File: config.mk
export PLATFORM = sky130hd
export DESIGN_NAME = vc_demux
export DESIGN_NICKNAME = d
export VERILOG_FILES = /design/src/rtl/pcie_tl_pkg.sv /design/src/rtl/skid2.sv /design/src/rtl/vc_demux.sv
export SDC_FILE = /design/constraint.sdc
export NUM_CORES = 1
export LEC_CHECK = 0
export CELL_PAD_IN_SITES_DETAIL_PLACEMENT = 1
export CELL_PAD_IN_SITES_GLOBAL_PLACEMENT = 2
export CORE_MARGIN = 3
export CORE_UTILIZATION = 40
export CTS_BUF_LIST = sky130_fd_sc_hd__clkbuf_8
export CTS_CLUSTER_DIAMETER = 60
export DETAILED_ROUTE_END_ITERATION = 8
export PLACE_DENSITY_LB_ADDON = 0.1
export RECOVER_POWER = 100
export SYNTH_ARGS = -nofsm -noshare
export SYNTH_HDL_FRONTEND = slang
export SYNTH_SLANG_ARGS = --single-unit
export TNS_END_PERCENT = 1
File: constraint.sdc
create_clock -name clk -period 8.45 [get_ports clk]
set_input_delay 1.69 -clock clk [delete_from_list [all_inputs] [get_ports clk]]
set_output_delay 1.69 -clock clk [all_outputs]
set_load 0.02 [all_outputs]
File: src/rtl/pcie_tl_pkg.sv
// Shared types and constants for the transaction-layer VC blocks.
// Used by vc_demux and its skid2 buffer.
package pcie_tl_pkg;

  localparam int DATA_W = 12;
  localparam int VC_W   = 2;
  localparam int VC_LSB = 10;
  localparam int CNT_W  = 16;
  localparam int NUM_VC = 4;

  typedef logic [VC_W-1:0] vc_t;

  typedef enum logic [1:0] {
    ST_IDLE = 2'd0,
    ST_FILL = 2'd1,
    ST_FULL = 2'd2
  } occ_state_t;

  function automatic vc_t get_vc(input logic [DATA_W-1:0] word);
    return word[VC_LSB+VC_W-1:VC_LSB];
  endfunction

endpackage

File: src/rtl/skid2.sv
// Two-entry in-order buffer that holds words waiting behind a blocked egress VC.
// The caller never writes it when full or reads it when empty.
module skid2
  import pcie_tl_pkg::*;
(
  input  logic              clk,
  input  logic              reset,
  input  logic              wr,
  input  logic              rd,
  input  logic [DATA_W-1:0] din,
  output logic [DATA_W-1:0] dout,
  output logic              valid,
  output logic [1:0]        count
);

  logic [DATA_W-1:0] mem [2];
  logic              wr_ptr;
  logic              rd_ptr;

  always_ff @(posedge clk) begin
    if (wr) mem[wr_ptr] <= din;
  end

  always_ff @(posedge clk) begin
    if (reset) begin
      wr_ptr <= 1'b0;
      rd_ptr <= 1'b0;
      count  <= 2'd0;
    end else begin
      if (wr) wr_ptr <= ~wr_ptr;
      if (rd) rd_ptr <= ~rd_ptr;
      count <= count + {1'b0, wr} - {1'b0, rd};
    end
  end

  assign dout  = mem[rd_ptr];
  assign valid = (count != 2'd0);

endmodule

File: src/rtl/vc_demux.sv
// Routes words from one ingress FIFO to four per-VC egress FIFOs in arrival order.
// Define VC_DEMUX_COUNT_EN to add per-VC push counters cnt_0..3.
module vc_demux
  import pcie_tl_pkg::*;
(
  input  logic              clk,
  input  logic              reset,
  input  logic [DATA_W-1:0] data_in,
  input  logic              empty_in,
  input  logic              almost_empty_in,
  output logic              pop_in,
  input  logic              almost_full_0,
  input  logic              almost_full_1,
  input  logic              almost_full_2,
  input  logic              almost_full_3,
  output logic              push_0,
  output logic              push_1,
  output logic              push_2,
  output logic              push_3,
  output logic [DATA_W-1:0] data_out,
  output logic              idle
`ifdef VC_DEMUX_COUNT_EN
  ,
  output logic [CNT_W-1:0]  cnt_0,
  output logic [CNT_W-1:0]  cnt_1,
  output logic [CNT_W-1:0]  cnt_2,
  output logic [CNT_W-1:0]  cnt_3
`endif
);

  logic              rd_pend;
  logic [NUM_VC-1:0] af;
  logic [NUM_VC-1:0] push_q;
  logic              skid_wr;
  logic              skid_rd;
  logic              skid_valid;
  logic [1:0]        skid_count;
  logic [DATA_W-1:0] skid_dout;
  logic [DATA_W-1:0] head_word;
  logic              head_valid;
  logic              drain;
  vc_t               head_vc;
  logic [1:0]        occ;
  logic [2:0]        occ_sum;
  logic              pop_next;
  occ_state_t        state;
  occ_state_t        state_next;

  assign af = {almost_full_3, almost_full_2, almost_full_1, almost_full_0};

  skid2 u_skid (
    .clk   (clk),
    .reset (reset),
    .wr    (skid_wr),
    .rd    (skid_rd),
    .din   (data_in),
    .dout  (skid_dout),
    .valid (skid_valid),
    .count (skid_count)
  );

  // An empty skid lets the word arriving this cycle drain straight through,
  // which is what sustains one word per cycle.
  always_comb begin
    head_valid = (skid_count != 2'd0) | rd_pend;
    head_word  = skid_valid ? skid_dout : data_in;
    head_vc    = get_vc(head_word);
    drain      = head_valid & ~af[head_vc];
    skid_rd    = drain & skid_valid;
    skid_wr    = rd_pend & ~(drain & ~skid_valid);
    occ        = state;
    occ_sum    = {1'b0, occ} - {2'b0, drain} + {2'b0, pop_in};
    pop_next   = ~empty_in & (occ_sum < 3'd2) & ~(pop_in & almost_empty_in);
    case (occ_sum[1:0])
      2'd0:    state_next = ST_IDLE;
      2'd1:    state_next = ST_FILL;
      default: state_next = ST_FULL;
    endcase
  end

  always_ff @(posedge clk) begin
    if (reset) begin
      state    <= ST_IDLE;
      rd_pend  <= 1'b0;
      pop_in   <= 1'b0;
      push_q   <= '0;
      data_out <= '0;
      idle     <= 1'b1;
    end else begin
      state   <= state_next;
      rd_pend <= pop_in;
      pop_in  <= pop_next;
      push_q  <= drain ? ({{(NUM_VC-1){1'b0}}, 1'b1} << head_vc) : '0;
      if (drain) data_out <= head_word;
      idle    <= (state_next == ST_IDLE) & ~pop_next;
    end
  end

  assign push_0 = push_q[0];
  assign push_1 = push_q[1];
  assign push_2 = push_q[2];
  assign push_3 = push_q[3];

`ifdef VC_DEMUX_COUNT_EN
  logic [CNT_W-1:0] cnt [NUM_VC];

  always_ff @(posedge clk) begin
    if (reset) begin
      for (int k = 0; k < NUM_VC; k++) cnt[k] <= '0;
    end else begin
      for (int k = 0; k < NUM_VC; k++)
        if (push_q[k]) cnt[k] <= cnt[k] + 1'b1;
    end
  end

  assign cnt_0 = cnt[0];
  assign cnt_1 = cnt[1];
  assign cnt_2 = cnt[2];
  assign cnt_3 = cnt[3];
`endif

endmodule

==> results.tsv <==
stage	metric	value	unit
power	cellPowerDensity	262.6	mW/mm2
layout	final_nets	254	
cts	ctsResizeCount	0	
cts	path_clk_slew	80	ps
sta	max_freq	203.9	MHz
synth	syn_area	0.002365	mm2
grt	grt_overflow	0	
drt	drt_iter0_drc	49	
sta	final_hold_viol_count	0	
synth	avgSynthCellArea	12.19	um2
synth	synth_fp_nets	219	
hold_path	worstHoldStart	data_out[10]	
grt	grt.total_usage	15.98	%
synth	yosysWarnings	0	
floorplanning	die_height	82.89	um
sta	setup_tns	0	ps
synth	yosys.area_share.xor_xnor	1.111	%
grt	grt_pass1_wl	8.756	mm
sta	worst_pin_slew	1182	ps
placement	io_buffer_count	37	
placement	dp_hpwl	3.929	mm
cts	cts_root_buffer	clkbuf_8	
synth	ys_seq_area_share	52.49	%
drt	vias_per_cell	5.338	
layout	drive_gt1_share	14.35	%
sta	skew	6.165	ps
sta	slew_headroom	20.89	%
drt	drt.antenna.violating_nets	0	
critical_path	r2r_end	idle	
placement	placed_area	0.002771	mm2
synth	synthTopCellsByCount	26 x dfxtp_1, 24 x edfxtp_1, 13 x inv_1	
grt	grt_max_degree	22	
cts	htreeDepth	2	
floorplanning	row_count	27	
cts	clockBufferDepth	2	
sta	finalSetupViolations	0	
critical_path	ff2ff_setup_slack	4590	ps
layout	syn_to_final_growth	18.10	%
synth	synth_cell_types	45	
synth	synth_edf_count	24	
cts	ctsHoldBuffers	0	
sta	period_needed	4905	ps
critical_path	critPathKind	input pin to register	
layout	seq_area	0.001241	mm2
floorplanning	io_pins	38	
cts	tritoncts.num_buffers	5	
critical_path	required	8640	ps
cts	postCtsSetupRepairBufs	0	
hold_path	hold_depth	2	
job	max_cap_violations	0	
synth	synth_top_family_by_area	compound AO/OA/AOI/OAI gates	
synth	synth_compound_area_share	14.76	%
sta	fin_hold_ws	464.3	ps
synth	synth_simple_gate_area_share	14.71	%
critical_path	cp.arrival	5090	ps
synth	synthCells	194	
power	vdd_drop_max	0.1058	mV
critical_path	endpoint_kind	register	
critical_path	worstRegToRegCells	12	
layout	antenna_cells	0	
layout	multiInputGateArea	948.4	um2
synth	synthFlopType	dfxtp_1	
drt	wl_per_cell	17.57	um
synth	netlist.area_leader.share	30.48	%
drt	wl	5.305	mm
synth	synthMuxAreaShare	9.312	%
critical_path	worstPathMaxFanout	11	
drt	post-route-drc-count	0	
sta	final_max_slew_viol_count	0	
cts	cts_tree	built	
floorplanning	core	0.005608	mm2
power	total_leakage_power	1.064	nW
floorplanning	die-area	0.006871	mm2
grt	grt_pass1_vias	1726	
hold_path	worst_hold_path_type	register to register	
hold_path	whs_endpoint	data_out[10]	
grt	antenna_found_initial	0	
synth	synthAdderAreaFrac	2.963	%
critical_path	startpoint_type	input pin	
layout	fin_area	0.002793	mm2
cts	clkLatencyLatePin	300	ps
synth	yosys_register_bits	50	
sta	rsz0062_at_grt	no	
status	status	finished clean	
synth	post-synth-top-area-cell	edfxtp_1	
cts	cts_sinks	50	
synth	synth.most_common_cell	dfxtp_1	
synth	synth-async-reset-ratio	0	%
sta	post-route-period-util	58.05	%
placement	place_congestion	0.7749	
layout	n_fill_cell	616	
power	power	733.4	uW
floorplanning	start_util	42.17	%
synth	synth_area_leaders	edfxtp_1 30%, dfxtp_1 22%, a211oi_2 5.3%	
floorplanning	die_x	82.89	um
drt	vias	1612	
drt	drt-pass1-iter-count	3	
## through the flow
| step | worst slack (ps) | std cells | utilization, % |
|---|---|---|---|
| 2_1_floorplan | 4200 | 194 | - |
| 3_3_place_gp | 3496 | 294 | 49.42 |
| 3_5_place_dp | 3338 | 294 | 49.42 |
| 4_1_cts | 3625 | 302 | 51.03 |
| 5_1_grt | 3227 | 302 | 49.80 |
| 6_report | 3545 | 302 | 49.80 |
## flip-flops by register name (all words and copies together), names as in the netlist, named ones only
signal         cells
pop_in             1
u_skid.rd_ptr      1
rd_pend            1
u_skid.wr_ptr      1
idle               1
data_out          12
push_q             4
occ                2
u_skid.count       2
u_skid.mem        24
## how the worst max path moves through the flow
stage                     endpoint  slack (ps)  cells past startpoint   startpoint
after floorplan               idle        4200                     13  data_in[11]
after global placement        idle        3500                     13  data_in[11]
after detailed placement      idle        3340                     13  data_in[11]
after CTS                     idle        3620                     13  data_in[11]
after global routing          idle        3230                     13  data_in[11]
final                         idle        3540                     13  data_in[11]
## cell usage in the layout (no fill, tap or decap), types with 6 or more instances in the layout
cell type,count
a211oi_1,8
clkbuf_8,6
clkdlybuf4s50_1,6
dfxtp_1,26
dlygate4sd3_1,31
edfxtp_1,24
inv_1,15
mux2_2,10
mux2i_1,7
nand2_1,7
nand3b_1,10
nor2_1,9
nor3_1,7
nor3_2,7
o21ai_0,13
## where the power goes
group / switching, mW / leakage [nW] / internal [mW]
sequential: 0.0342 / 0.429 / 0.292
combinational: 0.146 / 0.582 / 0.122
clock: 0.0747 / 0.0538 / 0.0645
## area by class of cell
| cell class | instances | area share [%] |
|---|---|---|
| multi-input cells | 121 | 33.96 |
| repair buffers | 38 | 13.40 |
| clock inverters | 2 | 0.2688 |
| well taps | 72 | 3.226 |
| inverters | 13 | 1.747 |
| clock buffers | 6 | 2.957 |
| flip-flops and latches | 50 | 44.44 |
## kinds of logic (layout without fill, tap and decap cells)
kind of cell	after synthesis	count (layout)
compound gates	38	38
xor+xnor	3	3
fa+ha+maj	5	5
buf+inv	23	59
flops	50	50
mux	20	20
simple gates	55	55
## layer usage
metal	up-vias	wire length, um	global-route usage [%]
li1	778	-	-
met1	803	2258	17.99
met2	23	2792	29.59
met3	8	165	4.067
met4	0	89	4.458
met5	-	0	0
## critical path: stages
cell           delay (ps)
dlygate4sd3_1         620
nor3_1                440
a21oi_1               140
o2111a_1              460
or2_0                 300
ha_1                  270
inv_1                  40
ha_1                  180
fa_1                  500
a211oi_1              240
nand2_1               100
nand2_1                70
nand2_1                40
No activity file was read; power rests on OpenSTA's default activity.
